==> config.mk <==
export PLATFORM = sky130hd
export DESIGN_NAME = dffers_pipe
export DESIGN_NICKNAME = d
export VERILOG_FILES = /design/src/rtl/dffers_pkg.sv /design/src/rtl/dffers_stage.sv /design/src/rtl/dffers_pipe.sv
export SDC_FILE = /design/constraint.sdc
export NUM_CORES = 1
export LEC_CHECK = 0
export BUFFER_PORTS_ARGS = -buffer_cell sky130_fd_sc_hd__buf_2
export CORE_ASPECT_RATIO = 0.7
export CORE_UTILIZATION = 50
export CTS_CLUSTER_SIZE = 16
export DETAILED_ROUTE_END_ITERATION = 6
export MAX_ROUTING_LAYER = met4
export PLACE_DENSITY = 0.78
export SLEW_MARGIN = 10
export SYNTH_ARGS = -nofsm -noshare
export SYNTH_HDL_FRONTEND = slang
export SYNTH_SLANG_ARGS = --single-unit
==> constraint.sdc <==
create_clock -name clk -period 2.1 [get_ports clk]
set_input_delay 0 -clock clk [delete_from_list [all_inputs] [get_ports clk]]
set_output_delay 0 -clock clk [all_outputs]
set_load 0.05 [all_outputs]
==> src/rtl/dffers_pkg.sv <==
// rtl/dffers_pkg.sv - shared constants and helpers for the dffers elastic pipeline
package dffers_pkg;

    localparam int SETPRIO_RESET = 0;
    localparam int SETPRIO_SET   = 1;

    // Width of a counter that must hold 0..depth inclusive.
    function automatic int cnt_w(input int depth);
        return $clog2(depth + 1);
    endfunction

endpackage

==> src/rtl/dffers_stage.sv <==
// rtl/dffers_stage.sv - one pipeline stage: data register plus valid flag with sync reset/set
module dffers_stage
    import dffers_pkg::*;
#(
    parameter int               WIDTH    = 8,
    parameter logic [WIDTH-1:0] RST_VAL  = '0,
    parameter logic [WIDTH-1:0] SET_VAL  = '1,
    parameter int               SET_PRIO = SETPRIO_RESET
) (
    input  logic             clk,
    input  logic             i_rst,
    input  logic             i_set,
    input  logic             i_en,
    input  logic             i_load,
    input  logic             i_adv,
    input  logic [WIDTH-1:0] i_data,
    output logic [WIDTH-1:0] o_data,
    output logic             o_valid
);

    logic [WIDTH-1:0] r_data;
    logic             r_valid;
    logic             w_do_rst;
    logic             w_do_set;

    assign w_do_rst = i_rst && (!i_set || (SET_PRIO == SETPRIO_RESET));
    assign w_do_set = i_set && !w_do_rst;

    // Set rewrites data only; the valid flag survives so in-flight words keep their slots.
    always_ff @(posedge clk) begin
        if (w_do_rst) begin
            r_data  <= RST_VAL;
            r_valid <= 1'b0;
        end else if (w_do_set) begin
            r_data  <= SET_VAL;
        end else if (i_en) begin
            if (i_load) begin
                r_data  <= i_data;
                r_valid <= 1'b1;
            end else if (i_adv) begin
                r_valid <= 1'b0;
            end
        end
    end

    assign o_data  = r_data;
    assign o_valid = r_valid;

endmodule

==> src/rtl/dffers_pipe.sv <==
// rtl/dffers_pipe.sv - DEPTH-stage elastic register pipeline with CE, sync reset/set and handshake
module dffers_pipe
    import dffers_pkg::*;
#(
    parameter int               WIDTH    = 8,
    parameter int               DEPTH    = 4,
    parameter logic [WIDTH-1:0] RST_VAL  = '0,
    parameter logic [WIDTH-1:0] SET_VAL  = '1,
    parameter int               SET_PRIO = SETPRIO_RESET
) (
    input  logic                      clk,
    input  logic                      R,
    input  logic                      S,
    input  logic                      E,
    input  logic                      in_valid,
    output logic                      in_ready,
    input  logic [WIDTH-1:0]          in_data,
    output logic                      out_valid,
    input  logic                      out_ready,
    output logic [WIDTH-1:0]          out_data,
    output logic [cnt_w(DEPTH)-1:0]   count
);

    localparam int CW = cnt_w(DEPTH);

    logic [DEPTH-1:0] w_valid;
    logic [DEPTH-1:0] w_adv;
    logic [DEPTH-1:0] w_load;
    logic [WIDTH-1:0] w_data [DEPTH];
    logic [WIDTH-1:0] w_din  [DEPTH];
    logic             w_normal;
    logic             w_pop;
    logic             w_push;
    logic             w_do_rst;
    logic [CW-1:0]    r_count;

    assign w_normal  = E && !R && !S;
    assign out_valid = w_valid[DEPTH-1] && E;
    assign out_data  = w_data[DEPTH-1];
    assign w_pop     = w_normal && out_valid && out_ready;
    assign in_ready  = w_normal && (!w_valid[0] || w_adv[0]);
    assign w_push    = in_valid && in_ready;
    assign w_do_rst  = R && (!S || (SET_PRIO == SETPRIO_RESET));

    // Advance ripples back from the output, so any bubble lets everything behind it move up.
    for (genvar i = 0; i < DEPTH; i++) begin : g_stage
        if (i == DEPTH - 1) begin : g_last
            assign w_adv[i] = w_valid[i] && w_pop;
        end else begin : g_mid
            assign w_adv[i] = w_normal && w_valid[i] && (!w_valid[i+1] || w_adv[i+1]);
        end

        if (i == 0) begin : g_first
            assign w_load[i] = w_push;
            assign w_din[i]  = in_data;
        end else begin : g_chain
            assign w_load[i] = w_adv[i-1];
            assign w_din[i]  = w_data[i-1];
        end

        dffers_stage #(
            .WIDTH    (WIDTH),
            .RST_VAL  (RST_VAL),
            .SET_VAL  (SET_VAL),
            .SET_PRIO (SET_PRIO)
        ) u_stage (
            .clk     (clk),
            .i_rst   (R),
            .i_set   (S),
            .i_en    (E),
            .i_load  (w_load[i]),
            .i_adv   (w_adv[i]),
            .i_data  (w_din[i]),
            .o_data  (w_data[i]),
            .o_valid (w_valid[i])
        );
    end

    always_ff @(posedge clk) begin
        if (w_do_rst) begin
            r_count <= '0;
        end else if (w_normal) begin
            case ({w_push, w_pop})
                2'b10:   r_count <= r_count + CW'(1);
                2'b01:   r_count <= r_count - CW'(1);
                default: r_count <= r_count;
            endcase
        end
    end

    assign count = r_count;

endmodule

Word level (Yosys, flattened, before mapping)
Index checks and enable logic that the tools add are counted.

Add/sub/neg operators: 2. Equal/unequal tests: 2. Muxes and demuxes: 21. Bitwise operators: 1. Reduce and logical (&&, ||, !) cells: 44.

Operator list (count): two-way mux 8 bit (12); nonzero test 2 bit (10); logical AND 1 bit (15); AND reduction 3 bit (4); AND reduction 2 bit (5); two-way mux 1 bit (8); zero test 1 bit (6); case mux 3 bit (2 select lines) (1); logical OR 1 bit (4); adder 3 x 1 -> 3 bit, second input constant (1); subtractor 3 x 1 -> 3 bit, second input constant (1); == test 2 x 1 -> 1 bit, second input constant (1); == test 2 bit, second input constant (1); NOT 1 bit (1).

Register bits after elaboration: 39. Logic and storage cells: 79.

Depth between registers and ports, before layout
Depth after elaboration: 18. Gate-level depth with buffers: 9. Gate-level depth less buffers: 8.

By module
From an unflattened synthesis, not the netlist that was laid out.

Cell total of the unflattened synthesis: 210. Area total of the unflattened synthesis: 2193.4 um2.

Modules (own cells, without submodules): dffers_stage (times used 4, cells an instance 44, area each 479.2 um2, seq. area each 180.2 um2); dffers_pipe (times used 1, cells an instance 34, area each 276.5 um2, seq. area each 60.1 um2).

Least setup slack after synthesis
No wires, ideal clock.

Kind: reg-to-reg. Start: reg g_stage[3].u_stage.r_valid. End: reg r_count[2] (netlist: count[2]). Arrival: 2.124 ns. Required time: 1.955 ns. Path slack: -0.169 ns. Stages on the path, launching flop included: 10. Clock period less this slack: 2.269 ns. Cell sequence: dfxtp_1 -> and4b_1 -> buf_2 -> a21boi_2 -> inv_1 -> ha_1 -> fa_1 -> xnor2_1 -> o311ai_4 -> o41ai_2.

Cells in the longest elaborated chain, start to end: 16. Elaborated cells between the ends (all ways): 19. Those cells by class: 2 x eq/ne; 1 x mux; 16 x reduce/logical.

RTL lines: from (decl) (line dffers_stage.sv:22) `logic r_valid;`; from (signal assigned) (line dffers_stage.sv:33) `r_valid <= 1'b0;`; from (signal assigned) (line dffers_stage.sv:39) `r_valid <= 1'b1;`; from (signal assigned) (line dffers_stage.sv:41) `r_valid <= 1'b0;`; logical AND 1 bit (line dffers_pipe.sv:38) `assign out_valid = w_valid[DEPTH-1] && E;`; logical AND 1 bit (2 in a row) (line dffers_pipe.sv:40) `assign w_pop = w_normal && out_valid && out_ready;`; logical AND 1 bit (line dffers_pipe.sv:48) `assign w_adv[i] = w_valid[i] && w_pop;`; logical OR 1 bit (line dffers_pipe.sv:50) `assign w_adv[i] = w_normal && w_valid[i] && (!w_valid[i+1] || w_adv[i+1]);`; logical AND 1 bit (line dffers_pipe.sv:50); logical OR 1 bit (line dffers_pipe.sv:50); logical AND 1 bit (line dffers_pipe.sv:50); logical OR 1 bit (line dffers_pipe.sv:50); logical AND 1 bit (line dffers_pipe.sv:50); logical OR 1 bit (line dffers_pipe.sv:41) `assign in_ready = w_normal && (!w_valid[0] || w_adv[0]);`; logical AND 1 bit (line dffers_pipe.sv:41); logical AND 1 bit (line dffers_pipe.sv:42) `assign w_push = in_valid && in_ready;`; == test 2 x 1 -> 1 bit / == test 2 bit (equally long branches) (line dffers_pipe.sv:83) `case ({w_push, w_pop})`; nonzero test 2 bit (no source line); AND reduction 2 bit (no source line); to (signal assigned) (line dffers_pipe.sv:84) `2'b10: r_count <= r_count + CW'(1);`; to (signal assigned) (line dffers_pipe.sv:85) `2'b01: r_count <= r_count - CW'(1);`; to (signal assigned) (line dffers_pipe.sv:86) `default: r_count <= r_count;`; to (decl) (line dffers_pipe.sv:35) `logic [CW-1:0] r_count;`.

Parallel ways exist; a longest one is shown, timed or not. A chain may end at the register's enable or synchronous reset.

Worst setup path after layout
Ends and elaborated chain as after synthesis.

==> results.ini <==
[status]
status=finished clean

[setup_path]
path_class=reg2reg
regToRegStartpoint=g_stage[3].u_stage.o_valid
slowest_stage=dfxtp_1
cp_cell_sequence=and4b_1 > a21boi_4 > inv_2 > ha_4 > fa_2 > xnor2_2 > o311ai_4 > o41ai_2
cp_max_fo=7
cp.required_ns=2.28
timing.rr.end=count[2]
cp.arrival_ns=2.19
cp-end-kind=flip-flop
slowest_delay_ns=0.36
reg2reg_depth=8
rrSetupSlack_ns=0.09
crit_path_start_kind=flip-flop

[timing]
fin_crit_ns=2.01
rsz0062_at_grt=false
hold_ws_ns=0.0839
finalCritPeriodShare_pct=95.8
final.setup.tns_ns=0
fin_skew_ns=0.0113
tightest_slew_ns=0.657
relSlewSlack_pct=56.1
setup_ws_ns=0.0880
setup-violations-final=0
fmax_mhz=497
maxSlewViolCount=0
final-hold-violation-count=0

[clock_network]
cts_tree=done
cts_made_buffers=5
post_cts.repair.setup_buffers=0
clock_sinks=39
cts.htree.levels=2
clockBufferDepth=2
root_buffer=clkbuf_8
clk-insertion-delay-late_ns=0.30
cts.clk_slew.worst_paths_ns=0.08

[global_route]
grt_pass1_wl_um=8010
antenna_found_initial=0
grt_overflow=0
grt_usage_pct=29.2
grt_max_degree=43
grt_pass1_vias=1605

[placed_design]
pre_cts_ws_ns=0.0523
hpwl_um=3060
gp_congestion=0.783
port_buffers=26

[yosys]
synth-seq-cells=39
syn_nets=211
syn_area_per_cell_um2=9.17
ys_async_sr_fraction_pct=0
synth_cells=195
synth_seq_area_share_pct=43.7
synth.distinct_cells=43
synth_area_um2=1790
yosysWarnings=0
synth-edff-count=0
ys.flop_type=dfxtp_1

[detailed_routing]
top_layer=met4
first_pass_iters=5
via_count=1678
route.met2.wl_um=2250
drt-total-wl_um=4730
avgViaCountPerCell=6.10
final_antenna_net_count=0
wire_per_inst_um=17.2
drt_iter0_markers=186
route.met3.wl_um=291
drc=0
wl_met1_um=2120

[floorplanning]
start_util_pct=54.6
die-area_um2=3820
fp-row-count=17
die_h_um=52.0
io_pins=27
die_x_um=73.5
design.core.area_um2=3280

[finish]
drive_above_1_share_pct=22.8
syn_to_final_growth_pct=20.3
finalNetCount=243
antennaDiodeCount=0
nFillCells=278

[power_and_ir_drop]
p_per_area_nw_per_um2=715
ir_worst_vdd_mv=0.361
p_leak_nw=0.835

[min_path]
min_from=out_ready
min_path_type=in2reg
holdPathEnd=g_stage[3].u_stage.o_valid
hold_depth=4

[job]
maxCapViolations=0

-- state kept, by name (all words and copies together) (netlist names) --
name,flops
g_stage.u_stage.o_valid,4
g_stage.u_stage.o_data,32
count,3
-- layout make-up --
| type | instances | area [µm²] | area share [%] |
|---|---|---|---|
| clock buffers | 5 | 68.8 | 3.20 |
| flip-flops and latches | 39 | 781 | 36.3 |
| well taps | 47 | 58.8 | 2.73 |
| repair buffers | 43 | 278 | 12.9 |
| multi-input cells | 125 | 896 | 41.7 |
| inverters | 13 | 48.8 | 2.27 |
| clock inverters | 3 | 20.0 | 0.931 |
-- synthesized netlist by cell type (all sizes together) (2+ instances only) --
| library cell | number | area [µm²] |
|---|---|---|
| nand4 | 8 | 50.1 |
| clkinv | 2 | 7.51 |
| a211oi | 16 | 120 |
| o31ai | 8 | 60.1 |
| a21oi | 4 | 20.0 |
| nor2 | 19 | 71.3 |
| o311ai | 9 | 96.4 |
| a31oi | 8 | 50.1 |
| o211ai | 8 | 60.1 |
| nor2b | 2 | 12.5 |
| clkbuf | 8 | 30.0 |
| dfxtp | 39 | 781 |
| o21ai | 2 | 10.0 |
| nor3b | 2 | 20.0 |
| buf | 10 | 62.6 |
| xnor2 | 2 | 17.5 |
| nor3 | 16 | 80.1 |
| nand4bb | 2 | 22.5 |
| inv | 11 | 41.3 |
-- cell usage in the layout (no fill, tap or decap), drive strengths merged, types with 3 or more instances in the layout --
cell type / n
dfxtp: 39
buf: 35
nor2: 19
nor3: 16
a211oi: 16
inv: 11
o311ai: 9
o211ai: 8
o31ai: 8
nand4: 8
a31oi: 8
dlygate4sd3: 8
clkbuf: 5
a21oi: 4
clkinv: 3
-- where the power goes --
part	switching, mW	internal, mW
Sequential	0.0289	0.791
Combinational	0.125	0.0733
Clock	0.287	0.231
-- layer usage --
metal,vias up,GRT usage (%)
met1,802,37.7
li1,796,-
met3,9,8.53
met4,0,8.97
met5,-,-
met2,71,44.5
-- how the worst max path moves through the flow --
stage,startpoint,endpoint,slack [ns],cells past startpoint
4_1_cts,g_stage[3].u_stage.o_valid,count[2],0.10,8
3_3_place_gp,R,count[2],0.17,9
2_1_floorplan,g_stage[3].u_stage.o_valid,count[2],0.02,9
6_report,g_stage[3].u_stage.o_valid,count[2],0.09,8
5_1_grt,g_stage[3].u_stage.o_valid,count[2],0.03,8
3_5_place_dp,R,count[2],0.05,9
-- stage by stage --
| step | utilization (%) | instances | total power, mW | instance area, µm² |
|---|---|---|---|---|
| 6_report | 65.7 | 275 | 1.54 | 2150 |
| 4_1_cts | 65.7 | 275 | 1.53 | 2150 |
| 2_1_floorplan | - | 195 | 0.961 | 1820 |
| 5_1_grt | 65.7 | 275 | 1.60 | 2150 |
| 3_3_place_gp | 60.5 | 259 | 1.01 | 1980 |
| 3_5_place_dp | 60.5 | 259 | 1.02 | 1980 |
-- worst max-delay path: cells and delay by family (launching register included) --
family | cells | cell delay (ns)
xor gates and xnor gates | 1 | 0.17
and+or+nand+nor | 1 | 0.25
DFF | 1 | 0.36
buffers and inverters | 1 | 0.06
adders and majority gates | 2 | 0.53
AOI/OAI and AO/OA | 3 | 0.52
-- repair_timing --
action / 4_1_cts / 5_1_grt
resized for setup: 0 / 0
hold buffers: 8 / 0
hold endpoints to repair: 8 / 0
-- logic make-up after synthesis --
logic type	share of synthesized area (%)
compound gates	25.8
xor+xnor	0.980
fa+ha+maj	1.82
buf+inv	7.91
flops	43.7
mux	0.630
simple gates	19.2
Note: power is estimated with default switching activity, not from simulation.
